`src/rtl/muldiv_sequencer.sv`:
```
// Iterative MIPS-style multiply/divide unit: one shift-add or
// restoring shift-subtract step per clock, with a final sign fix-up.
module muldiv_sequencer #(
    parameter int DATA_WIDTH = 32
) (
    input  logic                  clock,
    input  logic                  reset,
    input  logic                  start,
    input  logic [1:0]            op,
    input  logic [DATA_WIDTH-1:0] input_a,
    input  logic [DATA_WIDTH-1:0] input_b,
    output logic                  busy,
    output logic                  done,
    output logic                  div_by_zero,
    output logic [DATA_WIDTH-1:0] hi,
    output logic [DATA_WIDTH-1:0] lo
);

    localparam int W  = DATA_WIDTH;
    localparam int CW = $clog2(DATA_WIDTH) + 1;

    typedef enum logic [1:0] {
        IDLE,
        RUN,
        FIX,
        DONE
    } state_t;

    state_t state, state_nx;

    logic [CW-1:0]  cnt;
    logic           is_div;
    logic           sign_a;
    logic           sign_b;
    logic           dbz_q;
    logic [W-1:0]   a_mag;
    logic [W-1:0]   b_mag;
    logic [2*W:0]   p_q;

    logic           signed_in;
    logic           sa_in;
    logic           sb_in;
    logic [W-1:0]   a_abs;
    logic [W-1:0]   b_abs;
    logic           dbz_in;
    logic           last_iter;

    logic [W:0]     mul_add;
    logic [W:0]     mul_up;
    logic [2*W:0]   mul_step;
    logic [W+1:0]   rem_sh;
    logic           div_ge;
    logic [W:0]     div_rem;
    logic [2*W:0]   div_step;

    logic [2*W-1:0] prod_fix;
    logic [W-1:0]   quo_fix;
    logic [W-1:0]   rem_fix;

    // op[0] selects unsigned, op[1] selects divide
    assign signed_in = ~op[0];
    assign sa_in     = signed_in & input_a[W-1];
    assign sb_in     = signed_in & input_b[W-1];
    assign a_abs     = sa_in ? (~input_a + 1'b1) : input_a;
    assign b_abs     = sb_in ? (~input_b + 1'b1) : input_b;
    assign dbz_in    = op[1] && (input_b == '0);
    assign last_iter = (cnt == CW'(W - 1));

    // Multiply: {acc, multiplier} shifts right, adding a_mag when lsb set
    assign mul_add  = p_q[2*W:W] + {1'b0, a_mag};
    assign mul_up   = p_q[0] ? mul_add : p_q[2*W:W];
    assign mul_step = {1'b0, mul_up, p_q[W-1:1]};

    // Divide: {rem, quotient} shifts left, quotient bits enter at lsb
    assign rem_sh   = {p_q[2*W:W], p_q[W-1]};
    assign div_ge   = (rem_sh >= {2'b00, b_mag});
    assign div_rem  = div_ge ? (rem_sh[W:0] - {1'b0, b_mag}) : rem_sh[W:0];
    assign div_step = {div_rem, p_q[W-2:0], div_ge};

    assign prod_fix = (sign_a ^ sign_b) ? (~p_q[2*W-1:0] + 1'b1)
                                        : p_q[2*W-1:0];
    assign quo_fix  = (sign_a ^ sign_b) ? (~p_q[W-1:0] + 1'b1)
                                        : p_q[W-1:0];
    assign rem_fix  = sign_a ? (~p_q[2*W-1:W] + 1'b1) : p_q[2*W-1:W];

    always_ff @(posedge clock or posedge reset) begin
        if (reset) begin
            state <= IDLE;
        end else begin
            state <= state_nx;
        end
    end

    always_comb begin
        state_nx = state;
        unique case (state)
            IDLE: begin
                if (start) begin
                    state_nx = dbz_in ? DONE : RUN;
                end
            end
            RUN: begin
                if (last_iter) begin
                    state_nx = FIX;
                end
            end
            FIX:     state_nx = DONE;
            DONE:    state_nx = IDLE;
            default: state_nx = IDLE;
        endcase
    end

    always_ff @(posedge clock or posedge reset) begin
        if (reset) begin
            cnt    <= '0;
            is_div <= 1'b0;
            sign_a <= 1'b0;
            sign_b <= 1'b0;
            dbz_q  <= 1'b0;
            a_mag  <= '0;
            b_mag  <= '0;
            p_q    <= '0;
            hi     <= '0;
            lo     <= '0;
        end else begin
            unique case (state)
                IDLE: begin
                    if (start) begin
                        cnt    <= '0;
                        is_div <= op[1];
                        sign_a <= sa_in;
                        sign_b <= sb_in;
                        dbz_q  <= dbz_in;
                        a_mag  <= a_abs;
                        b_mag  <= b_abs;
                        p_q    <= {{(W+1){1'b0}}, (op[1] ? a_abs : b_abs)};
                    end
                end
                RUN: begin
                    cnt <= cnt + 1'b1;
                    p_q <= is_div ? div_step : mul_step;
                end
                FIX: begin
                    hi <= is_div ? rem_fix : prod_fix[2*W-1:W];
                    lo <= is_div ? quo_fix : prod_fix[W-1:0];
                end
                DONE: begin
                    dbz_q <= 1'b0;
                end
                default: begin
                end
            endcase
        end
    end

    assign busy        = (state == RUN) || (state == FIX);
    assign done        = (state == DONE);
    assign div_by_zero = (state == DONE) && dbz_q;

endmodule

```
`config.mk`:
```
export PLATFORM = sky130hd
export DESIGN_NAME = muldiv_sequencer
export DESIGN_NICKNAME = d
export VERILOG_FILES = /design/src/rtl/muldiv_sequencer.sv
export SDC_FILE = /design/constraint.sdc
export NUM_CORES = 1
export LEC_CHECK = 0
export BUFFER_PORTS_ARGS = -buffer_cell sky130_fd_sc_hd__buf_2
export CAP_MARGIN = 20
export CELL_PAD_IN_SITES_DETAIL_PLACEMENT = 0
export CELL_PAD_IN_SITES_GLOBAL_PLACEMENT = 1
export CORE_MARGIN = 2
export CORE_UTILIZATION = 45
export CTS_CLUSTER_DIAMETER = 60
export DETAILED_ROUTE_END_ITERATION = 8
export GPL_ROUTABILITY_DRIVEN = 0
export GPL_TIMING_DRIVEN = 0
export PLACE_DENSITY_LB_ADDON = 0.08
export SYNTH_ARGS = -nofsm -noshare
export SYNTH_HDL_FRONTEND = slang
export SYNTH_SLANG_ARGS = --single-unit
```
`constraint.sdc`:
```
create_clock -name clock -period 16.5 [get_ports clock]
set_clock_uncertainty 0.2 [all_clocks]
set_input_delay 0.825 -clock clock [delete_from_list [all_inputs] [get_ports clock]]
set_output_delay 0.825 -clock clock [all_outputs]
set_load 0.1 [all_outputs]
```
==> results.sh, run 1 <==
export IMPL_synth_async_reset_ratio=1.000
export IMPL_r2r_cells=14
export IMPL_grt_use_total=0.3285
export IMPL_r2r_start="p_q[31]$_DFFE_PP0P_"
export IMPL_wire_per_inst_um=23.50
export IMPL_clkTransAtPathRegs_ps=60
export IMPL_yosysSeqAreaShare=0.3218
export IMPL_synth_main_ff_cell="dfrtp_1"
export IMPL_antenna_found_initial=0
export IMPL_worst_setup_path_end_kind="register"
export IMPL_status="finished clean"
export IMPL_tightest_slew_ps=1127
export IMPL_dieArea_um2=36940
export IMPL_final_period_utilization=0.3139
export IMPL_rows=68
export IMPL_crit_family="compound AO/OA/AOI/OAI gates"
export IMPL_syn2layout_area_growth_pct=14.02
export IMPL_firstDrtPassIters=6
export IMPL_rsz0062_at_grt="no"
export IMPL_avgSynthCellArea_um2=8.075
export IMPL_final_hold_viol_count=0
export IMPL_vias=15920
export IMPL_pin_count=136
export IMPL_synthDistinctLibCells=85
export IMPL_hp_class="in -> async"
export IMPL_setup_viol=0
export IMPL_vias_per_cell=6.082
export IMPL_cts_sinks=205
export IMPL_final_layout_size_suffix_gt1_frac=0.1263
export IMPL_synth_area_um2=15940
export IMPL_finalCriticalPeriod_ps=5180
export IMPL_ys_ff_latch=205
export IMPL_die_width_um=192.2
export IMPL_start_kind="register"
export IMPL_slew_headroom=0.2432
export IMPL_syn_instance_count=1974
export IMPL_clockBufferDepth=3
export IMPL_cts_inserted_buffers=29
export IMPL_cpMaxStageDelayCell="a211oi_2"
export IMPL_drt_wl_total_mm=61.50
export IMPL_synth_edf_count=0
export IMPL_fin_setup_tns_ps=0
export IMPL_portBuffers=135
export IMPL_initial_utilization=0.4592
export IMPL_ys_warn_count=0
export IMPL_startpoint="p_q[31]$_DFFE_PP0P_"
export IMPL_postSynthNetCount=2118
export IMPL_first_global_vias=14700
export IMPL_clockRootBuffer="clkbuf_16"
export IMPL_fmax_mhz=193.1
export IMPL_arrival_ps=5430
export IMPL_most_common_layout_cells="222 x a21oi_1, 218 x nand2_1, 205 x dfrtp_1"
export IMPL_die_h_um=192.2
export IMPL_crit_type="reg -> reg"
export IMPL_cp_depth=14
export IMPL_reg2reg_slack_ps=11320
export IMPL_crit_buf_inv=5
export IMPL_cts_tree="yes"
export IMPL_reg2reg_to="p_q[43]$_DFFE_PP0P_"
export IMPL_final_common_cell="a21oi_1"
export IMPL_nets=2285
export IMPL_max_cap_violations=0
export IMPL_grt_max_degree=126
export IMPL_cp_required_ps=16750
export IMPL_multi_input_area_um2=10020
export IMPL_drtAntennaViolNets=0
export IMPL_seq_area_um2=5130
export IMPL_htreeDepth=1
export IMPL_finalPower_mw=4.544
export IMPL_cp_slowest_stage_delay_ps=750
export IMPL_clk_latency_ps=580
export IMPL_gr_total_overflow=0
export IMPL_design_core_area_um2=34710
export IMPL_drc=0
export IMPL_p_per_area_nw_per_um2=250.0
export IMPL_cts_resized=0
export IMPL_slew_violations=0
export IMPL_grt_pass1_wl_mm=90.76
export IMPL_peakVddDrop_uv=200.6
export IMPL_p_leak_nw=7.921
export IMPL_fillerInstances=3424
export IMPL_drtIter0Drc=1438
export IMPL_critical_path_max_fanout=10
export IMPL_cts_hold_buf=0
export IMPL_post_cts_buffers=0
export IMPL_crit_chain="clkbuf_1 > inv_1 > ha_1 > inv_1 > fa_1 > a21o_1 > a22o_1 > o31ai_1 > o41ai_1 > a211oi_2 > buf_2 > buf_2 > o211ai_1 > a32o_1"
export IMPL_dpl_hpwl_mm=47.78
-- cells in the mapped netlist (25+ instances only) --
| cell type | n | area [um2] |
|---|---|---|
| o21ai_0 | 171 | 855.8 |
| mux2_2 | 47 | 529.3 |
| mux2i_1 | 31 | 310.3 |
| nor3_1 | 44 | 220.2 |
| nand2_1 | 218 | 818.3 |
| xnor2_1 | 96 | 840.8 |
| xor2_1 | 77 | 674.4 |
| a21o_1 | 25 | 187.7 |
| a21oi_1 | 222 | 1111 |
| ha_1 | 73 | 913.4 |
| o211ai_1 | 25 | 187.7 |
| dfrtp_1 | 205 | 5130 |
| nor2_1 | 182 | 683.2 |
| a211oi_1 | 26 | 195.2 |
| clkbuf_1 | 106 | 397.9 |
| inv_1 | 83 | 311.6 |
-- per-layer routing --
| metal | vias up | GRT usage | share of wire |
|---|---|---|---|
| met5 | - | 0 | 0 |
| met4 | 0 | 0.1356 | 0.044 |
| met3 | 131 | 0.04239 | 0.071 |
| met2 | 719 | 0.5094 | 0.44 |
| met1 | 7686 | 0.4610 | 0.45 |
| li1 | 7380 | - | - |
-- report_power, final --
group | internal (mW) | switching [mW] | leakage [nW] | total (mW)
registers | 0.723 | 0.219 | 2.49 | 0.942
clock network | 0.370 | 0.257 | 0.459 | 0.627
logic | 0.872 | 2.10 | 4.97 | 2.97
total | 1.97 | 2.58 | 7.92 | 4.54
-- worst max path at each step --
stage | end | slack (ps)
6_report | p_q[43]$_DFFE_PP0P_ | 11320
3_3_place_gp | b_mag[12]$_DFFE_PP0P_ | 7260
4_1_cts | p_q[43]$_DFFE_PP0P_ | 11460
3_5_place_dp | p_q[43]$_DFFE_PP0P_ | 11490
2_1_floorplan | a_mag[0]$_DFFE_PP0P_ | 9880
5_1_grt | p_q[43]$_DFFE_PP0P_ | 11240
-- registers in the layout, summed over array words and instances (netlist names) --
register  count
hi           32
cnt           6
dbz_q         1
lo           32
sign_a        1
state         2
b_mag        32
p_q          65
a_mag        32
sign_b        1
is_div        1
-- per-stage QoR --
step                area, um2  setup slack, ps    util  hold slack, ps  cells
floorplan               15940             9879       -           249.8   1974
global placement        17190             7264  0.4951           268.7   2564
detailed placement      17220            11490  0.4961           281.5   2565
CTS                     18170            11460  0.5235           148.4   2616
global route            18170            11240  0.5235           159.8   2616
finish                  18170            11320  0.5236           96.72   2617
-- area by class of cell --
type | count | area share
multi-input combinational | 1562 | 0.5512
sequential | 205 | 0.2823
clock buffer | 36 | 0.04303
timing repair buffer | 136 | 0.03869
tap | 455 | 0.03132
buffer | 122 | 0.02602
inverter | 85 | 0.01797
clock inverter | 15 | 0.009363
antenna | 1 | 0.0001377
-- logic make-up (layout without fill, tap and decap cells) --
group	after synthesis	in the layout	synth area share
adder cells (fa/ha/maj)	75	75	0.05981
XOR/XNOR	173	173	0.09506
AND/OR/NAND/NOR	601	601	0.1785
buffers and inverters	207	394	0.04969
AO/OA/AOI/OAI	635	635	0.2425
multiplexers	78	78	0.05267
flip-flops	205	205	0.3218
other	0	1	0
Power figures use the tool's default switching activity.
==> inputs of run 2 (changes only) <==
Settings changed: CORE_UTILIZATION 45 to 42.
Clock period 16.5 ns to 4.4 ns, I/O delays scaled along.
==> run 2 against run 1 <==
Effect of this change: clock power grew to 3.9 times the previous value; global-route usage is 0.80 points lower; register-to-register slack worse by 11000 ps; first-iteration DRC count is 0.56% lower; via count is 2.1% higher; power grew to 3.8 times the previous value.
==> results.sh, run 2 (synthesized netlist as in run 1, its figures left out) <==
export IMPL_status="finished clean"
export IMPL_crit_type="reg -> reg"
export IMPL_first_global_vias=15390
export IMPL_cts_tree="yes"
export IMPL_vias_per_cell=5.894
export IMPL_clk_latency_ps=580
export IMPL_dpl_cell_area_um2=17380
export IMPL_cts_sinks=205
export IMPL_hp_class="in -> reg"
export IMPL_arrival_ps=4550
export IMPL_dieArea_um2=39530
export IMPL_cts_inserted_buffers=29
export IMPL_wire_per_inst_um=23.19
export IMPL_hold_ws_ps=47.09
export IMPL_most_common_layout_cells="222 x a21oi_1, 218 x nand2_1, 205 x dfrtp_1"
export IMPL_drtAntennaViolNets=0
export IMPL_portBuffers=135
export IMPL_finalCriticalPeriod_ps=4286
export IMPL_grt_pass1_wl_mm=94.97
export IMPL_final_layout_size_suffix_gt1_frac=0.1305
export IMPL_die_width_um=198.8
export IMPL_firstDrtPassIters=6
export IMPL_drtIter0Drc=1430
export IMPL_antenna_cells=0
export IMPL_setup_viol=0
export IMPL_final_period_utilization=0.9741
export IMPL_vias=16250
export IMPL_antenna_found_initial=1
export IMPL_grt_use_total=0.3204
export IMPL_design_core_area_um2=37490
export IMPL_finalPower_mw=17.40
export IMPL_critical_path_max_fanout=10
export IMPL_finalInstanceArea_um2=19180
export IMPL_fillerInstances=3711
export IMPL_worst_setup_path_end_kind="register"
export IMPL_syn2layout_area_growth_pct=20.34
export IMPL_drt_wl_total_mm=63.93
export IMPL_fin_setup_tns_ps=0
export IMPL_drc=0
export IMPL_fmax_mhz=233.3
export IMPL_largest_reg_flops=65
export IMPL_nets=2368
export IMPL_clkTransAtPathRegs_ps=60
export IMPL_clockBufferDepth=3
export IMPL_htreeDepth=1
export IMPL_largest_register="p_q"
export IMPL_worst_slack_ps=113.8
export IMPL_final_common_cell="a21oi_1"
export IMPL_die_h_um=198.8
export IMPL_slew_headroom=0.2630
export IMPL_p_leak_nw=8.340
export IMPL_cp_required_ps=4660
export IMPL_tightest_slew_ps=1106
export IMPL_start_kind="register"
export IMPL_slew_violations=0
export IMPL_max_cap_violations=0
export IMPL_p_per_area_nw_per_um2=907.1
export IMPL_peakVddDrop_uv=461.7
export IMPL_pin_count=136
export IMPL_dp_slack_ps=-644.0
export IMPL_final_hold_viol_count=0
export IMPL_grt_max_degree=39
export IMPL_clockRootBuffer="clkbuf_16"
export IMPL_rows=71
export IMPL_gr_total_overflow=0
export IMPL_dpl_hpwl_mm=49.54
export IMPL_initial_utilization=0.4252
export IMPL_rsz0062_at_grt="no"
run 2: cell types whose count changed in the layout (fill, tap and decap cells not counted), moves of 4 or more:
cell,change
dlygate4sd3_1,+73
buf_12,+6
buf_4,+4
clkbuf_2,+4
clkbuf_1,-4
run 2: final timing paths:
kind | start | endpoint | slack, ps | depth (start not counted)
max | p_q[31]$_DFFE_PP0P_ | p_q[41]$_DFFE_PP0P_ | 110 | 15
min | input_a[31] | a_mag[31]$_DFFE_PP0P_ | 50 | 3
max reg2reg | p_q[31]$_DFFE_PP0P_ | p_q[41]$_DFFE_PP0P_ | 110 | 15
min reg2reg | b_mag[15]$_DFFE_PP0P_ | b_mag[15]$_DFFE_PP0P_ | 290 | 2
max in group asynchronous | reset | b_mag[2]$_DFFE_PP0P_ | 2820 | 6
min in group asynchronous | reset | hi[3]$_DFFE_PP0P_ | 60 | 3
run 2: cell type report:
type / count / area (um2) / share of cell area
inverter: 85 / 322.8 / 0.01683
tap: 511 / 639.4 / 0.03333
buffer: 122 / 478.0 / 0.02492
timing repair buffer: 219 / 1564 / 0.08153
clock buffer: 38 / 809.5 / 0.04220
sequential: 205 / 5130 / 0.2674
multi-input combinational: 1562 / 10050 / 0.5238
clock inverter: 15 / 191.4 / 0.009980
run 2: what timing repair did:
action / in CTS / in global routing
cloned: 0 / 0
endpoints found under the hold margin: 183 / 0
setup endpoints to repair: 34 / 24
hold buffers: 73 / 0
gates resized for setup: 3 / 9
pin swaps: 1 / 0
buffers inserted: 4 / 0
run 2: per-layer routing:
layer,up-vias,GRT usage,part of all wire
li1,7556,-,-
met1,7916,0.4420,0.44
met2,652,0.5065,0.45
met3,123,0.04510,0.070
met4,2,0.1263,0.043
met5,-,0,0.00020
run 2: critical path: stages, from the launching register on:
cell	delay, ps
dfrtp_1	350
clkbuf_1	280
inv_1	140
ha_1	180
inv_1	60
fa_1	390
a21o_1	210
a22o_1	230
o31ai_4	370
o41ai_2	170
a211oi_2	240
buf_4	170
buf_2	310
buf_2	400
o211ai_1	170
a32o_1	300
run 2: through the flow:
step | utilization | std cells
after floorplan | - | 1974
after global placement | 0.4604 | 2620
after detailed placement | 0.4636 | 2626
after CTS | 0.5109 | 2756
after global routing | 0.5117 | 2757
final | 0.5117 | 2757
run 2: power by group:
group          switching [mW]  total (mW)  internal (mW)
logic                    8.03        11.4           3.38
registers               0.830        3.54           2.71
clock network           0.961        2.45           1.48
total                    9.82        17.4           7.58
==> inputs of run 3 (changes only) <==
Settings changed: CORE_MARGIN 2 to default.
Clock period 4.4 ns to 3.94 ns, I/O delays scaled along.
==> run 3 against run 2 <==
Effect of this change: die area is 2.0% lower; register-to-register slack worse by 60 ps; critical path depth is 9 lower; count of clock-buffer cells in the layout is 5 lower; clock power is 20% higher; maximum frequency is 10% higher; routed wire length is 0.52% lower; sequential share of layout area is 0.31 points lower.
==> results.sh, run 3 (synthesized netlist as in run 1, its figures left out) <==
export IMPL_die_h_um=196.8
export IMPL_hp_class="in -> reg"
export IMPL_fmax_mhz=257.5
export IMPL_fillerInstances=3649
export IMPL_first_global_vias=15570
export IMPL_slew_headroom=0.2676
export IMPL_startpoint="is_div$_DFFE_PP0P_"
export IMPL_rows=70
export IMPL_most_common_layout_cells="220 x a21oi_1, 218 x nand2_1, 200 x dfrtp_1"
export IMPL_setup_viol=0
export IMPL_nets=2380
export IMPL_crit_chain="clkbuf_1 > buf_1 > clkbuf_1 > clkbuf_1 > o2111ai_1 > a22o_1"
export IMPL_dpl_hpwl_mm=49.61
export IMPL_holdPathEnd="b_mag[16]$_DFFE_PP0P_"
export IMPL_dpl_cell_area_um2=17350
export IMPL_final_hold_viol_count=0
export IMPL_final_util=0.5257
export IMPL_cp_depth=6
export IMPL_htreeDepth=1
export IMPL_reg2reg_to="p_q[57]$_DFFE_PP0P_"
export IMPL_p_leak_nw=8.445
export IMPL_drc=0
export IMPL_min_path_cells=4
export IMPL_clockBufferDepth=3
export IMPL_hp_start="input_b[16]"
export IMPL_clkTransAtPathRegs_ps=60
export IMPL_max_cap_violations=0
export IMPL_dieArea_um2=38740
export IMPL_drt_wl_total_mm=63.60
export IMPL_cp_common_cell="clkbuf_1"
export IMPL_drtAntennaViolNets=0
export IMPL_wire_per_inst_um=23.00
export IMPL_finalInstanceArea_um2=19430
export IMPL_reg2reg_slack_ps=60
export IMPL_tightest_slew_ps=1099
export IMPL_clockRootBuffer="clkbuf_16"
export IMPL_drtIter0Drc=1242
export IMPL_pin_count=136
export IMPL_cp_required_ps=4230
export IMPL_status="finished clean"
export IMPL_critical_path_max_fanout=10
export IMPL_grt_use_total=0.3292
export IMPL_vias_per_cell=5.859
export IMPL_final_layout_size_suffix_gt1_frac=0.1406
export IMPL_grt_max_degree=43
export IMPL_crit_family="buffers and inverters"
export IMPL_crit_type="reg -> reg"
export IMPL_cp_slowest_stage_delay_ps=880
export IMPL_crit_buf_inv=4
export IMPL_die_width_um=196.8
export IMPL_vias=16200
export IMPL_final_common_cell="a21oi_1"
export IMPL_largest_reg_flops=65
export IMPL_design_core_area_um2=36960
export IMPL_p_per_area_nw_per_um2=1014
export IMPL_firstDrtPassIters=6
export IMPL_antenna_found_initial=0
export IMPL_clk_latency_ps=610
export IMPL_portBuffers=135
export IMPL_cts_sinks=205
export IMPL_r2r_start="is_div$_DFFE_PP0P_"
export IMPL_final_period_utilization=0.9858
export IMPL_arrival_ps=4170
export IMPL_cpMaxStageDelayCell="clkbuf_1"
export IMPL_largest_register="p_q"
export IMPL_antenna_cells=0
export IMPL_peakVddDrop_uv=446.4
export IMPL_gr_total_overflow=0
export IMPL_slew_violations=0
export IMPL_r2r_cells=6
export IMPL_initial_utilization=0.4313
export IMPL_grt_pass1_wl_mm=96.00
export IMPL_finalCriticalPeriod_ps=3884
export IMPL_start_kind="register"
export IMPL_fin_setup_tns_ps=0
export IMPL_syn2layout_area_growth_pct=21.88
export IMPL_worst_setup_path_end_kind="register"
export IMPL_cts_tree="yes"
export IMPL_cts_inserted_buffers=31
==> run 3: cell types whose count changed in the layout (fill, tap and decap cells not counted), moves of 4 or more <==
cell           delta
dfrtp_2           +5
buf_4             +8
clkbuf_2          -4
clkbuf_1          -6
dlygate4sd3_1     +8
dfrtp_1           -5
==> run 3: final cells by class <==
cell class	count	area [um2]	area share
sequential	205	5136	0.2644
inverter	85	322.8	0.01662
clock buffer	33	803.3	0.04134
tap	504	630.6	0.03246
clock inverter	25	290.3	0.01494
buffer	119	485.5	0.02499
timing repair buffer	232	1669	0.08591
multi-input combinational	1562	10090	0.5194
==> run 3: worst max path at each step <==
| stage | endpoint | slack, ps |
|---|---|---|
| after floorplan | p_q[43]$_DFFE_PP0P_ | 420 |
| after global placement | p_q[0]$_DFFE_PP0P_ | -1080 |
| after detailed placement | p_q[0]$_DFFE_PP0P_ | -1060 |
| after CTS | p_q[54]$_DFFE_PP0P_ | 40 |
| after global routing | p_q[59]$_DFFE_PP0P_ | -3 |
| final | p_q[57]$_DFFE_PP0P_ | 60 |
==> run 3: power by group <==
| group | total, mW | switching [mW] | internal, mW | leakage (nW) |
|---|---|---|---|---|
| clock | 2.94 | 1.22 | 1.72 | 0.533 |
| sequential | 3.98 | 0.953 | 3.03 | 2.49 |
| combinational | 12.8 | 8.88 | 3.89 | 5.43 |
==> run 3: tightest hold or removal path: cells and delay by family <==
kind / cells / cell delay [ps]
AOI/OAI and AO/OA: 1 / 120
buffers and inverters: 1 / 120
and+or+nand+nor: 1 / 190
xor gates and xnor gates: 1 / 140
==> run 3: per-layer routing <==
layer,part of all wire,global-route usage
met1,0.43,0.4469
met2,0.44,0.5070
met3,0.081,0.06075
met4,0.049,0.1513
met5,0,0
==> run 3: repair_timing <==
action                                  in CTS  in global routing
gates resized for setup                     14                 18
buffers inserted                             5                  6
endpoints found under the hold margin      109                  0
endpoints found under the setup margin      34                 36
pin swaps                                    2                 10
hold buffers                                81                  0
==> run 3: per-stage QoR <==
stage | power (mW) | std cells | hold slack, ps | setup slack [ps]
floorplan | 12.85 | 1974 | 168.4 | 415.6
global placement | 16.12 | 2613 | 266.2 | -1082
detailed placement | 16.22 | 2618 | 215.1 | -1059
CTS | 19.43 | 2760 | 2.280 | 36.57
global route | 20.91 | 2765 | 23.81 | -2.944
finish | 19.69 | 2765 | 36.76 | 55.93
